### src/rtl/issue_arbiter.sv
// Issue arbiter: round-robin, port-budgeted issue of ALU/MEM/CTRL onto shared regfile read ports,
// plus the single-outstanding-branch FSM. Optional ISSUE_PERF_CNT_EN adds a conflict counter.
module issue_arbiter #(
  parameter int NUM_RD_PORTS = 2,
  parameter int NUM_REQ      = 3
) (
  input  logic                      i_clk,
  input  logic                      i_rst,
  input  logic                      i_stall,
  input  logic                      i_flush,
  input  logic [NUM_REQ-1:0]        i_req,
  input  logic [2*NUM_REQ-1:0]      i_src_cnt,
  input  logic                      i_mem_ready,
  input  logic                      i_br_resolve,
  output logic [NUM_REQ-1:0]        o_grant,
  output logic [2*NUM_RD_PORTS-1:0] o_port_owner,
  output logic [NUM_RD_PORTS-1:0]   o_port_src,
  output logic [NUM_REQ-1:0]        o_i2a_valid,
  output logic                      o_br_pending
`ifdef ISSUE_PERF_CNT_EN
  ,
  output logic [31:0]               o_perf_conflicts
`endif
);

  typedef enum logic {ST_IDLE, ST_BR_PENDING} state_t;

  state_t                    r_state;
  state_t                    w_state_next;
  logic [1:0]                r_rr_ptr;
  logic [1:0]                w_rr_next;
  logic [NUM_REQ-1:0]        r_i2a_valid;
  logic [NUM_REQ-1:0]        w_elig;
  logic [NUM_REQ-1:0]        w_grant;
  logic [2*NUM_RD_PORTS-1:0] w_port_owner;
  logic [NUM_RD_PORTS-1:0]   w_port_src;
  logic [1:0]                w_last;
  logic                      w_any;
  logic                      w_ok;

  assign w_ok = !i_stall && !i_flush && !i_rst;

  genvar gi;
  generate
    for (gi = 0; gi < NUM_REQ; gi++) begin : g_elig
      // MEM waits for the d_cache; CTRL waits until no branch is outstanding.
      if (gi == 1) begin : g_mem
        assign w_elig[gi] = i_req[gi] && w_ok && i_mem_ready;
      end else if (gi == 2) begin : g_ctrl
        assign w_elig[gi] = i_req[gi] && w_ok && (r_state == ST_IDLE);
      end else begin : g_alu
        assign w_elig[gi] = i_req[gi] && w_ok;
      end
    end
  endgenerate

  always_comb begin
    logic [2:0] w_budget;
    logic [2:0] w_pidx;
    logic [2:0] w_sum;
    logic [1:0] w_idx;
    logic [1:0] w_cnt;
    w_grant      = '0;
    w_port_owner = '0;
    w_port_src   = '0;
    w_last       = r_rr_ptr;
    w_any        = 1'b0;
    w_budget     = 3'(NUM_RD_PORTS);
    w_pidx       = '0;
    w_sum        = '0;
    w_idx        = '0;
    w_cnt        = '0;
    for (int k = 0; k < NUM_REQ; k++) begin
      w_sum = {1'b0, r_rr_ptr} + 3'(k);
      w_idx = (w_sum >= 3'(NUM_REQ)) ? 2'(w_sum - 3'(NUM_REQ)) : w_sum[1:0];
      w_cnt = i_src_cnt[{w_idx, 1'b0} +: 2];
      // A requester that does not fit is skipped, so cheaper ones behind it can still issue.
      if (w_elig[w_idx] && (w_cnt != 2'd3) && ({1'b0, w_cnt} <= w_budget)) begin
        w_grant[w_idx] = 1'b1;
        w_budget       = w_budget - {1'b0, w_cnt};
        for (int p = 0; p < NUM_RD_PORTS; p++) begin
          if ((3'(p) >= w_pidx) && (3'(p) < w_pidx + {1'b0, w_cnt})) begin
            w_port_owner[2*p +: 2] = w_idx + 2'd1;
            w_port_src[p]          = (3'(p) != w_pidx);
          end
        end
        w_pidx = w_pidx + {1'b0, w_cnt};
        w_last = w_idx;
        w_any  = 1'b1;
      end
    end
  end

  always_comb begin
    w_rr_next = r_rr_ptr;
    if (i_flush) begin
      w_rr_next = 2'd0;
    end else if (w_any) begin
      w_rr_next = (w_last == 2'(NUM_REQ - 1)) ? 2'd0 : w_last + 2'd1;
    end
  end

  always_comb begin
    w_state_next = r_state;
    case (r_state)
      ST_IDLE: begin
        if (w_grant[2]) w_state_next = ST_BR_PENDING;
      end
      ST_BR_PENDING: begin
        // Resolve is honoured even under stall; CTRL only sees IDLE from the next cycle.
        if (i_br_resolve || i_flush) w_state_next = ST_IDLE;
      end
      default: w_state_next = ST_IDLE;
    endcase
  end

  always_ff @(posedge i_clk) begin
    if (i_rst) begin
      r_state     <= ST_IDLE;
      r_rr_ptr    <= 2'd0;
      r_i2a_valid <= '0;
    end else begin
      r_state     <= w_state_next;
      r_rr_ptr    <= w_rr_next;
      r_i2a_valid <= i_flush ? '0 : w_grant;
    end
  end

`ifdef ISSUE_PERF_CNT_EN
  logic [31:0] r_perf_conflicts;

  always_ff @(posedge i_clk) begin
    if (i_rst) begin
      r_perf_conflicts <= '0;
    end else if ((|(i_req & ~w_grant)) && !i_stall && !i_flush) begin
      r_perf_conflicts <= r_perf_conflicts + 32'd1;
    end
  end

  assign o_perf_conflicts = r_perf_conflicts;
`endif

  assign o_grant      = w_grant;
  assign o_port_owner = w_port_owner;
  assign o_port_src   = w_port_src;
  assign o_i2a_valid  = r_i2a_valid;
  assign o_br_pending = (r_state == ST_BR_PENDING);

endmodule

### config.mk
export PLATFORM = sky130hd
export DESIGN_NAME = issue_arbiter
export DESIGN_NICKNAME = d
export VERILOG_FILES = /design/src/rtl/issue_arbiter.sv
export SDC_FILE = /design/constraint.sdc
export NUM_CORES = 1
export LEC_CHECK = 0
export ABC_AREA = 1
export CORE_MARGIN = 5
export CORE_UTILIZATION = 25
export CTS_CLUSTER_DIAMETER = 200
export CTS_CLUSTER_SIZE = 20
export DETAILED_ROUTE_END_ITERATION = 12
export PLACE_DENSITY = 0.41
export SYNTH_ARGS = -nofsm -noshare
export SYNTH_HDL_FRONTEND = slang
export SYNTH_SLANG_ARGS = --single-unit
### constraint.sdc
create_clock -name i_clk -period 5.65 [get_ports i_clk]
set_input_delay 0.8475 -clock i_clk [delete_from_list [all_inputs] [get_ports i_clk]]
set_output_delay 0.8475 -clock i_clk [all_outputs]
set_load 0.03 [all_outputs]
==> flow_summary.yaml, run 1 <==
setup_path:
  worstPathArrival_ns: 4.48
  worst_setup_path_end_kind: "output port"
  timing.reg2reg.worst_path_depth: 28
  crit_path_max_fanout: 7
  r2r_slack_ns: 1.53
  rr_startpoint: "r_rr_ptr[0]"
  cp.required_ns: 4.80
  critPathKind: "in -> out"
  start_kind: "primary input"
  worst_r2r_dst: "r_rr_ptr[1]"
yosys:
  synthAdderAreaFrac_pct: 14.7
  syn-num-nets: 256
  post_synth_inst_count: 225
  synth.area.mux_share_pct: 0
  synthDominantAreaCellType: "sky130_fd_sc_hd__nand2_1"
  synth.yosys.warnings: 0
  synth_compound_gate_area_share_pct: 16.7
  largest_family_of_logic_cells_by_synthesized_area: "simple AND/OR/NAND/NOR gates"
  synth-async-reset-ratio_pct: 0
  synth-seq-cells: 6
  mean_area_per_synthesized_cell_um2: 6.71
  yosysMostFrequentCell: "sky130_fd_sc_hd__nand2_1"
  synthDistinctLibCells: 39
  synth-simple-area-share_pct: 44.7
  sequential_share_of_the_synthesized_area_pct: 7.95
  synth.top_cell.area_share_pct: 11.4
  synth_edf_count: 0
  netlist_top_cells_count: "sky130_fd_sc_hd__nand2_1 (46), sky130_fd_sc_hd__inv_1 (33), sky130_fd_sc_hd__nand3_1 (27)"
  synth-main-ff-cell: "sky130_fd_sc_hd__dfxtp_1"
  post_synth_main_area_contributors: "sky130_fd_sc_hd__nand2_1 (11%), sky130_fd_sc_hd__ha_1 (11%), sky130_fd_sc_hd__nand3_1 (8.9%), sky130_fd_sc_hd__inv_1 (8.2%), sky130_fd_sc_hd__dfxtp_1 (8.0%)"
  yosys.area_share.xor_xnor_pct: 0
  synth.cell_area_um2: 1510
finish:
  final-seq-area_um2: 120
  multiInputGateArea_um2: 1190
  fillers: 670
  finalCoreUtilization_pct: 32.5
  finalNetCount: 288
  fin_cells: 330
  synthToLayoutAreaGrowth_pct: 26.7
  insertedDiodeCount: 0
  layout-drive-gt1-share_pct: 26.7
timing:
  period_minus_ws_final_ns: 5.33
  timing.setup.tns_ns: 0
  max_clk_rate_mhz: 188
  fin_worst_skew_ns: 0.00165
  count_of_endpoints_failing_hold_in_the_final_timing_report: 0
  layout_worst_path_cycle_share_pct: 94.3
  drv_slew: 0
  setup_viol: 0
  whs_ns: 0.532
floorplanning:
  initial_core_util_pct: 25.7
  die_area_um2: 7690
  dieHeight_um: 87.7
  num_rows: 28
  design.core.area_um2: 5890
  fp.dieW_um: 87.7
  top_level_ports: 28
clock_network:
  postCtsHoldBufs: 0
  clockRootBuffer: "sky130_fd_sc_hd__clkbuf_8"
  clock_tree.buffer_depth: 2
  tritoncts.num_buffers: 3
  cts_max_level: 1
  cts_tree: "built"
  worst_setup_hold_path_clk_slew_ns: 0.03
  clock_latency_late_sink_ns: 0.22
  cts_sinks: 6
flow_run:
  maxCapViolCount: 0
power:
  power-per-cell-area_nw_per_um2: 138
  static-leakage-power_nw: 0.892
  max-vdd-ir-drop_v: 0.000124
global_routing:
  initial_antenna_violation_count: 0
  global_route.usage.total_pct: 11.1
  grt.overflow.total: 0
  grt_pass1_vias: 1432
  grt_start_max_net_pins: 13
  global_route_wire_length_before_repair_mm: 6.91
hold_path:
  hold_path_startpoint: "r_rr_ptr[1]"
  whs_endpoint: "r_rr_ptr[1]"
  min_delay_path_depth: 2
  worstHoldPathType: "reg -> reg"
routing:
  routed_wl_mm: 4.15
  detail_route.drc_violations: 0
  drt-initial-drc-count: 59
  routedWlPerCell_um: 12.6
  vias: 1531
  via_density: 4.64
  drt.antenna.violating_nets: 0
  firstDrtPassIters: 5
placed_design:
  place_inst: 325
  gp_routability_congestion: 0.747
  detailed_place_hpwl_mm: 3.51
  port_buffers: 26
status:
  outcome: "finished clean"
report_power, final:
group          switching, W  internal [W]  leakage (nW)   total, W
Clock             0.0000175     0.0000457        0.0216  0.0000631
Sequential       0.00000137     0.0000446        0.0486  0.0000460
Combinational     0.0000962     0.0000596         0.822   0.000156
registers in the layout (all words and copies together), names as in the netlist:
| signal | count |
|---|---|
| o_br_pending | 1 |
| r_rr_ptr | 2 |
| o_i2a_valid | 3 |
routing by layer:
layer / global-route usage (%) / vias up / share of wire [%] / wire length, um
li1: - / 808 / - / -
met1: 15.4 / 687 / 47 / 1970
met2: 18.8 / 34 / 47 / 1950
met3: 1.69 / 2 / 5.0 / 207
met4: 0.976 / 0 / 0.63 / 26
met5: 0 / - / 0 / 0
area by class of cell:
type                    instances  share of cell area [%]
repair buffers                 35                    16.1
clock buffers                   3                    2.16
multi-input cells             170                    62.3
well taps                      75                    4.91
flip-flops and latches          6                    6.28
inverters                      41                    8.31
per-stage QoR:
stage               worst slack (ns)  cell area (um2)  power (W)
floorplan                      0.540             1510   0.000154
global placement              0.0787             1820   0.000198
detailed placement            0.0594             1820   0.000196
CTS                           0.0272             1860   0.000262
global route                -0.00975             1910   0.000288
finish                         0.322             1910   0.000265
critical path: stages:
cell,delay (ns)
sky130_fd_sc_hd__clkdlybuf4s50_1,0.42
sky130_fd_sc_hd__inv_1,0.08
sky130_fd_sc_hd__nand2_1,0.09
sky130_fd_sc_hd__a31oi_4,0.17
sky130_fd_sc_hd__inv_1,0.06
sky130_fd_sc_hd__ha_2,0.18
sky130_fd_sc_hd__inv_1,0.07
sky130_fd_sc_hd__nand3_2,0.12
sky130_fd_sc_hd__nor2_4,0.12
sky130_fd_sc_hd__inv_2,0.07
sky130_fd_sc_hd__ha_1,0.27
sky130_fd_sc_hd__inv_1,0.04
sky130_fd_sc_hd__nand2_1,0.06
sky130_fd_sc_hd__a21oi_2,0.07
sky130_fd_sc_hd__a21oi_4,0.16
sky130_fd_sc_hd__nand3_4,0.11
sky130_fd_sc_hd__nand2_1,0.11
sky130_fd_sc_hd__o21ai_2,0.07
sky130_fd_sc_hd__inv_1,0.06
sky130_fd_sc_hd__ha_1,0.13
sky130_fd_sc_hd__inv_1,0.05
sky130_fd_sc_hd__fa_1,0.49
sky130_fd_sc_hd__nand3_2,0.14
sky130_fd_sc_hd__nand2_8,0.13
sky130_fd_sc_hd__nor2_1,0.05
sky130_fd_sc_hd__a21oi_2,0.12
sky130_fd_sc_hd__buf_4,0.18
cells by family (layout without fill, tap and decap cells):
logic type,count (synthesis),in the layout
fa+ha+maj,16,16
compound gates,35,35
flops,6,6
other cells,1,1
buf+inv,49,79
simple gates,118,118
cells in the final DEF (no fill, tap or decap), drive strengths merged:
cell type / synthesis / routed
nand3: 33 / 33
clkbuf: 0 / 3
o31ai: 1 / 1
conb: 1 / 1
inv: 41 / 41
nand4: 10 / 10
buf: 8 / 17
o21ai: 12 / 12
a31oi: 2 / 2
a21oi: 12 / 12
clkdlybuf4s50: 0 / 18
nand2: 59 / 59
dfxtp: 6 / 6
nor2: 13 / 13
ha: 13 / 13
fa: 3 / 3
o22ai: 3 / 3
o221ai: 4 / 4
nor3: 2 / 2
nand3b: 1 / 1
o211ai: 1 / 1
worst max path at each step:
stage / from / end / slack, ns
2_1_floorplan: r_rr_ptr[1] / o_port_owner[2] / 0.54
3_3_place_gp: i_src_cnt[0] / o_port_owner[0] / 0.08
3_5_place_dp: i_src_cnt[0] / o_port_owner[1] / 0.06
4_1_cts: i_src_cnt[0] / o_port_owner[1] / 0.03
5_1_grt: i_src_cnt[5] / o_port_owner[1] / -0.01
6_report: i_src_cnt[0] / o_port_src[1] / 0.32
what timing repair did:
item                       CTS  global route
gates resized for setup      0            10
buffers inserted             0             2
setup endpoints to repair    0             8
(Power assumes the default switching activity.)
==> inputs of run 2 (changes only) <==
--- a/config.mk
+++ b/config.mk
@@ -6,12 +6,14 @@
 export NUM_CORES = 1
 export LEC_CHECK = 0
 export ABC_AREA = 1
+export CELL_PAD_IN_SITES_DETAIL_PLACEMENT = 1
+export CELL_PAD_IN_SITES_GLOBAL_PLACEMENT = 1
 export CORE_MARGIN = 5
 export CORE_UTILIZATION = 25
 export CTS_CLUSTER_DIAMETER = 200
 export CTS_CLUSTER_SIZE = 20
 export DETAILED_ROUTE_END_ITERATION = 12
-export PLACE_DENSITY = 0.41
+export PLACE_DENSITY = 0.55
 export SYNTH_ARGS = -nofsm -noshare
 export SYNTH_HDL_FRONTEND = slang
 export SYNTH_SLANG_ARGS = --single-unit
==> run 2 against run 1 <==
Combinational power grew 4%. Largest power group unchanged. Die area unchanged. Critical path type unchanged. Largest cell class unchanged. Fmax fell by 0.14%. Via count increased by 1.5%. Clock-buffer cell count did not move. Total power up 2.3%.
==> flow_summary.yaml, run 2 (same netlist as run 1, synthesis figures left out) <==
setup_path:
  worstPathArrival_ns: 4.49
  crit_path_max_fanout: 7
  start_kind: "primary input"
  critPathBufInv: 7
  crit_path_max_incr_delay_ns: 0.42
  timing.critical_path.mode_cell: "sky130_fd_sc_hd__inv_1"
  critPathTopFamily: "simple AND/OR/NAND/NOR gates"
  worst_setup_path_end_kind: "output port"
  crit_slowest_cell: "sky130_fd_sc_hd__clkdlybuf4s50_1"
  cp.required_ns: 4.80
  critPathKind: "in -> out"
power:
  power-per-cell-area_nw_per_um2: 140
  max-vdd-ir-drop_v: 0.0000984
  static-leakage-power_nw: 0.912
timing:
  layout_worst_path_cycle_share_pct: 94.4
  period_minus_ws_final_ns: 5.34
  max_clk_rate_mhz: 187
  timing.setup.tns_ns: 0
  setup_viol: 0
  drv_slew: 0
  fin_worst_skew_ns: 0.000131
  count_of_endpoints_failing_hold_in_the_final_timing_report: 0
finish:
  fin_cells: 334
  finalInstanceArea_um2: 1940
  synthToLayoutAreaGrowth_pct: 28.3
  layout_commonest_cell: "sky130_fd_sc_hd__nand2_1"
  insertedDiodeCount: 0
  max_reg_flops: 3
  layout.cells.most_common_list: "sky130_fd_sc_hd__nand2_1 (45), sky130_fd_sc_hd__inv_1 (33), sky130_fd_sc_hd__nand3_1 (27), sky130_fd_sc_hd__buf_4 (21), sky130_fd_sc_hd__clkdlybuf4s50_1 (18)"
  finalNetCount: 292
  layout-drive-gt1-share_pct: 27.0
global_routing:
  grt.overflow.total: 0
  initial_antenna_violation_count: 0
  grt_start_max_net_pins: 14
  grt_pass1_vias: 1572
  global_route_wire_length_before_repair_mm: 7.64
  global_route.usage.total_pct: 12.5
routing:
  detail_route.drc_violations: 0
  vias: 1554
  drt.antenna.violating_nets: 0
  drt-initial-drc-count: 29
  routed_wl_mm: 4.61
  firstDrtPassIters: 4
  routedWlPerCell_um: 13.8
  via_density: 4.65
clock_network:
  cts_max_level: 1
  tritoncts.num_buffers: 3
  clock_latency_late_sink_ns: 0.22
  clockRootBuffer: "sky130_fd_sc_hd__clkbuf_8"
  cts_tree: "built"
  clock_tree.buffer_depth: 2
  cts_sinks: 6
  worst_setup_hold_path_clk_slew_ns: 0.03
  postCtsHoldBufs: 0
placed_design:
  postPlaceCellArea_um2: 1850
  port_buffers: 26
  detailed_place_hpwl_mm: 3.94
  gp_routability_congestion: 0.806
  place_inst: 329
hold_path:
  worstHoldPathType: "reg -> reg"
floorplanning:
  top_level_ports: 28
  dieHeight_um: 87.7
  design.core.area_um2: 5890
  die_area_um2: 7690
  fp.dieW_um: 87.7
  initial_core_util_pct: 25.7
  num_rows: 28
status:
  outcome: "finished clean"
flow_run:
  maxCapViolCount: 0
run 2: changes by cell type in the layout (fill, tap and decap cells not counted), sizes merged:
cell  previous run  this run
buf             17        21
run 2: layer usage:
layer	vias to the layer above	share of wire (%)	GRT usage [%]
met5	-	0	0
met4	0	0	0.697
met3	0	2.9	2.07
met2	21	49	21.6
met1	720	48	17.0
li1	813	-	-
run 2: per-stage QoR:
stage	util [%]	hold slack, ns	total power [W]	setup slack, ns
finish	32.9	0.539	0.000271	0.314
floorplan	-	0.491	0.000154	0.540
CTS	32.1	0.542	0.000267	0.163
detailed placement	31.4	0.532	0.000202	0.160
global route	32.9	0.584	0.000294	-0.0182
global placement	31.4	0.529	0.000202	0.255
run 2: final cells by class:
type | instances | area, um2
clock buffer | 3 | 41.3
fill | 770 | 3950
timing repair buffer | 39 | 338
sequential | 6 | 120
multi-input combinational | 170 | 1190
inverter | 41 | 159
tap | 75 | 93.8
run 2: report_power, final:
group          switching [W]  leakage, nW  internal [W]  total (W)
combinational      0.0000997        0.842     0.0000627   0.000162
clock              0.0000170       0.0216     0.0000456  0.0000626
sequential        0.00000132       0.0486     0.0000446  0.0000459
run 2: timing repair:
| item | in CTS | in global routing |
|---|---|---|
| buffers inserted | 0 | 2 |
| hold endpoints to repair | 0 | 0 |
| gates resized for setup | 0 | 8 |
| endpoints found under the setup margin | 0 | 8 |
run 2: worst register-to-register path, delay by kind of cell (launching register included):
kind | cells | cell delay (ns)
simple gates | 11 | 1.05
buf+inv | 7 | 0.75
compound gates | 7 | 0.87
flops | 1 | 0.40
fa+ha+maj | 4 | 1.00
run 2: path summary, 6_finish.rpt:
check	startpoint	end	slack [ns]	cells after the start
hold / removal	r_rr_ptr[1]	r_rr_ptr[1]	0.54	2
hold reg to reg	r_rr_ptr[1]	r_rr_ptr[1]	0.54	2
setup reg to reg	r_rr_ptr[0]	r_rr_ptr[1]	1.53	29
setup / recovery	i_src_cnt[4]	o_port_owner[0]	0.31	29
==> inputs of run 3 (changes only) <==
==> constraint.sdc (replaced) <==
create_clock -name i_clk -period 5.65 [get_ports i_clk]
set_input_delay 0.8475 -clock i_clk [delete_from_list [all_inputs] [get_ports i_clk]]
set_output_delay 0.8475 -clock i_clk [all_outputs]
set_load 0.05 [all_outputs]
==> run 3 against run 2 <==
Clock power grew 3%. Clock skew grew 0.0010 ns. Final cell count is the same. Sequential cell count is the same. Register-to-register slack lost 0.02 ns. Global-route usage shrank 0.34 points. First-iteration DRC count grew 69%. Critical path depth shrank 7. Total power grew 10%. Via count shrank 1.0%. Worst setup slack lost 0.10 ns. Highest routed layer unchanged.
==> flow_summary.yaml, run 3 (same netlist as run 1, synthesis figures left out) <==
routing:
  detail_route.drc_violations: 0
  drt-initial-drc-count: 49
  firstDrtPassIters: 4
  routedWlPerCell_um: 13.5
  vias: 1538
  via_density: 4.60
  drt.antenna.violating_nets: 0
  routed_wl_mm: 4.51
timing:
  finalWorstSetupSlack_ns: 0.210
  timing.setup.tns_ns: 0
  layout_worst_path_cycle_share_pct: 96.3
  max_clk_rate_mhz: 184
  count_of_endpoints_failing_hold_in_the_final_timing_report: 0
  setup_viol: 0
  fin_worst_skew_ns: 0.00118
  drv_slew: 0
  period_minus_ws_final_ns: 5.44
  worst_relative_slew_slack_pct: 66.6
  tightest_slew_ns: 0.501
setup_path:
  crit_path_max_fanout: 8
  critPathTopFamily: "adder cells"
  critPathKind: "in -> out"
  cp.required_ns: 4.80
  start_kind: "primary input"
  critPathBufInv: 6
  crit_slowest_cell: "sky130_fd_sc_hd__fa_1"
  crit_path_max_incr_delay_ns: 0.55
  worstPathArrival_ns: 4.59
  cells_along_the_critical_path: "clkdlybuf4s50_1 -> inv_1 -> nor3_1 -> a31oi_4 -> buf_4 -> ha_1 -> nand2_1 -> ha_1 -> a21oi_4 -> a21oi_4 -> nand3_4 -> nand2_2 -> o21ai_2 -> inv_1 -> ha_1 -> inv_1 -> fa_1 -> nand3_4 -> nand2_8 -> nor2_1 -> a21oi_2 -> buf_12"
  worst_setup_path_end_kind: "output port"
finish:
  fillers: 749
  finalCoreUtilization_pct: 35.4
  fin_cells: 334
  layout-drive-gt1-share_pct: 30.5
  insertedDiodeCount: 0
  layout.cells.most_common_list: "sky130_fd_sc_hd__nand2_1 (42), sky130_fd_sc_hd__inv_1 (31), sky130_fd_sc_hd__nand3_1 (25), sky130_fd_sc_hd__clkdlybuf4s50_1 (18), sky130_fd_sc_hd__nand2_2 (15)"
  synthToLayoutAreaGrowth_pct: 38.1
  finalInstanceArea_um2: 2090
  layout_commonest_cell: "sky130_fd_sc_hd__nand2_1"
  finalNetCount: 292
  multiInputGateArea_um2: 1230
  final-seq-area_um2: 120
  max_reg_flops: 3
floorplanning:
  die_area_um2: 7690
  top_level_ports: 28
  fp.dieW_um: 87.7
  design.core.area_um2: 5890
  num_rows: 28
  initial_core_util_pct: 25.7
  dieHeight_um: 87.7
global_routing:
  initial_antenna_violation_count: 0
  grt_pass1_vias: 1589
  global_route_wire_length_before_repair_mm: 7.55
  grt.overflow.total: 0
  global_route.usage.total_pct: 12.1
  grt_start_max_net_pins: 14
power:
  switching_power_w: 0.000134
  clock_power_share_pct: 21.5
  power-per-cell-area_nw_per_um2: 144
  power.combinational.fraction_pct: 63.2
  switching_share_pct: 44.6
  max-vdd-ir-drop_v: 0.000108
  static-leakage-power_nw: 0.938
  cellInternalPower_w: 0.000166
  seqPwrFrac_pct: 15.4
placed_design:
  gp_routability_congestion: 0.752
  detailed_place_hpwl_mm: 3.79
  pre_cts_slack_ns: -0.0804
  place_inst: 325
  port_buffers: 26
  postPlaceCellArea_um2: 1920
clock_network:
  cts_sinks: 6
  worst_setup_hold_path_clk_slew_ns: 0.04
  postCtsHoldBufs: 0
  clockRootBuffer: "sky130_fd_sc_hd__clkbuf_8"
  clock_latency_late_sink_ns: 0.22
  cts_max_level: 1
  cts_tree: "built"
  tritoncts.num_buffers: 3
  clock_tree.buffer_depth: 2
status:
  outcome: "finished clean"
hold_path:
  worstHoldPathType: "reg -> reg"
flow_run:
  maxCapViolCount: 0
run 3: cell counts in the layout (fill, tap and decap cells not counted):
No cell type changed its count.
run 3: layer usage:
layer / share of wire (%) / global-route usage, %
met1: 50 / 17.1
met2: 48 / 20.8
met3: 2.6 / 1.51
met4: 0 / 0.418
met5: 0 / 0
run 3: metrics by stage:
stage	total power, W	hold WS (ns)
floorplan	0.000163	0.491
global placement	0.000219	0.528
detailed placement	0.000220	0.535
CTS	0.000287	0.543
global route	0.000322	0.571
finish	0.000299	0.539
run 3: area by class of cell:
class / count / share of cell area, %
well taps: 75 / 4.50
clock buffers: 3 / 1.98
flip-flops and latches: 6 / 5.76
repair buffers: 39 / 21.0
multi-input cells: 170 / 59.1
inverters: 41 / 7.62
run 3: worst paths after layout:
check               startpoint       endpoint  slack (ns)  cells past startpoint
hold reg to reg    r_rr_ptr[1]    r_rr_ptr[1]        0.54                      2
setup reg to reg   r_rr_ptr[0]    r_rr_ptr[1]        1.51                     29
setup / recovery  i_src_cnt[4]  o_port_src[1]        0.21                     22
hold / removal     r_rr_ptr[1]    r_rr_ptr[1]        0.54                      2
run 3: worst register-to-register path: cells and delay by family (launching register included):
kind	cells	cell delay, ns
and+or+nand+nor	11	1.07
AOI/OAI and AO/OA	7	0.83
buffers and inverters	7	0.74
DFF	1	0.40
adders and majority gates	4	1.01
run 3: power groups by stage:
| stage | sequential (W) | clock, W | combinational (W) |
|---|---|---|---|
| floorplan | 0.0000517 | 0 | 0.000112 |
| global placement | 0.0000466 | 0 | 0.000172 |
| detailed placement | 0.0000466 | 0 | 0.000174 |
| CTS | 0.0000460 | 0.0000652 | 0.000176 |
| global route | 0.0000462 | 0.0000681 | 0.000208 |
| finish | 0.0000460 | 0.0000642 | 0.000189 |
run 3: repair_timing:
item,CTS,global route
endpoints found under the setup margin,5,8
pin swaps,0,11
buffers inserted,0,6
resized for setup,3,17
==> variant: new RTL, flow settings as in run 2 <==
Add a define of `ISSUE_PERF_CNT_EN`.
--- a/src/rtl/issue_arbiter.sv
+++ b/src/rtl/issue_arbiter.sv
@@ -1,4 +1,6 @@
 // Issue arbiter: round-robin, port-budgeted issue of ALU/MEM/CTRL onto shared regfile read ports,
 // plus the single-outstanding-branch FSM. Optional ISSUE_PERF_CNT_EN adds a conflict counter.
+`define ISSUE_PERF_CNT_EN
+
 module issue_arbiter #(
   parameter int NUM_RD_PORTS = 2,
Check against the original RTL (old outputs only; new: o_perf_conflicts): equivalent (equiv_simple and equiv_induct, registers matched by name and starting in step).
==> variant against run 2 <==
Worst hold slack got worse by 0.056 ns; sequential share of layout area increased by 11 points; sequential power increased to 6.0 times the old value; fmax decreased by 1.2%; final area increased by 120%; power increased to 2.8 times the old value; clock power increased to 4.7 times the old value; sequential cell count increased by 32; worst setup slack got worse by 0.065 ns; synthesized area increased by 110%; routed wire length increased by 140%; critical path type unchanged.
==> variant: results (changes against run 2) <==
grt:
  grt_pass1_vias: 3727  # +140%
  track_usage_pct: 15.3  # +2.9 points
  grt_pass1_wl_microns: 18600  # +140%
  grt_max_degree: 33  # +19
placed_design:
  pre_cts_ws_ns: -0.152  # -0.312 ns
  dp_hpwl_microns: 8960  # +130%
  dp_cells: 728  # +120%
  io_buffers: 58  # +120%
  gp_congestion: 0.859  # +6.5%
synthesis:
  ys.flop_type: "dfxtp_1"
  syn-num-nets: 523  # +100%
  yosys-top-cells-area: "dfxtp_1 (24%), nand2_1 (16%), nand3_1 (8.8%), xor2_1 (6.3%), a21oi_1 (5.8%)"
  synthAdderAreaFrac_pct: 6.98  # -7.8 points
  synth_xor_area_share_pct: 8.23  # +8.2 points
  avgSynthCellArea_sq_um: 6.49  # -3.3%
  yosysSeqAreaShare_pct: 23.8  # +16 points
  synth_cell_type_count: 40  # +2.6%
  synthMuxAreaShare_pct: 0.353  # +0.35 points
  synth-compound-area-share_pct: 11.0  # -5.6 points
clock_tree:
  htree_levels: 2  # +1
  cts_hold_buffers: 0  # unchanged
  insertion_delay_ns: 0.29  # +0.07 ns
  clockRootBuffer: "clkbuf_16"
layout:
  layout-drive-gt1-share_pct: 15.4  # -12 points
  fillers: 1621  # +110%
  largest_reg_flops: 32  # +29
  nets: 601  # +110%
routing:
  first_iter_violations: 115  # +300%
  vias: 3485  # +120%
  wl_per_cell_microns: 15.1  # +9.1%
critical_path:
  reg2reg_depth: 33  # +14%
  crit_family: "simple AND/OR/NAND/NOR gates"
  slowest_delay_ns: 0.48  # +0.06 ns
  r2r_slack_ns: 0.94  # -0.59 ns
  r2r_end: "o_perf_conflicts[1]"
hold_path:
  hold-path-endpoint: "o_br_pending"
  holdCritStartpoint: "o_br_pending"
timing:
  worst_slack_ns: 0.249  # -0.0651 ns
  finalClockSkew_ns: 0.0101  # +0.00995 ns
power:
  power_leakage_uw: 0.00171  # +88%
outcome:
  run_status: "completed"
==> variant: timing repair <==
action / 4_1_cts / 5_1_grt
endpoints found under the hold margin: 0 / 0
setup endpoints to repair: 5 / 6
gates cloned: 0 / 0
pin swaps: 3 / 14
setup buffers: 1 / 6
resized for setup: 9 / 25
==> variant: through the flow <==
| stage | TNS (ns) | util (%) | hold slack (ns) |
|---|---|---|---|
| after floorplan | 0 | - | 0.473 |
| after global placement | 0 | 32.0 | 0.473 |
| after detailed placement | -0.624 | 32.0 | 0.482 |
| after CTS | 0 | 33.4 | 0.495 |
| after global routing | -0.00314 | 34.3 | 0.520 |
| final | 0 | 34.3 | 0.483 |
==> variant: how the worst max path moves through the flow <==
| stage | cells after the start | start | endpoint |
|---|---|---|---|
| after detailed placement | 26 | i_flush | o_port_owner[2] |
| after global routing | 29 | i_src_cnt[5] | o_port_owner[3] |
| final | 25 | i_req[1] | o_port_owner[3] |
| after global placement | 27 | i_src_cnt[3] | o_port_owner[3] |
| after CTS | 29 | i_src_cnt[1] | o_port_owner[1] |
| after floorplan | 27 | r_rr_ptr[1] | o_port_src[1] |
==> variant: tightest hold or removal path: stages, from the launching register on <==
cell     delay (ns)
dfxtp_1        0.32
nand2_1        0.06
a21oi_1        0.05
==> variant: metal layers <==
metal	GRT usage [%]	share of wire, %	vias to the layer above
li1	-	-	1770
met1	20.6	48	1653
met2	26.2	48	54
met3	2.38	3.2	8
met4	2.84	0.71	0
met5	0	0	-
==> variant: area by class of cell <==
class	instances	area share, %
timing repair buffer	91	19.1
multi-input combinational	388	50.7
tap	172	4.99
sequential	38	17.6
inverter	46	4.12
clock inverter	2	0.290
clock buffer	6	3.22
==> variant: kinds of logic after synthesis <==
group,Yosys count
flip-flops,38
AO/OA/AOI/OAI,63
AND/OR/NAND/NOR,277
multiplexers,1
other,1
XOR/XNOR,30
adder cells (fa/ha/maj),16
buffers and inverters,66
==> variant: report_power, final <==
| part | total [uW] | switching (uW) | internal (uW) |
|---|---|---|---|
| clock | 296 | 121 | 175 |
| combinational | 199 | 120 | 78.9 |
| sequential | 275 | 3.56 | 271 |
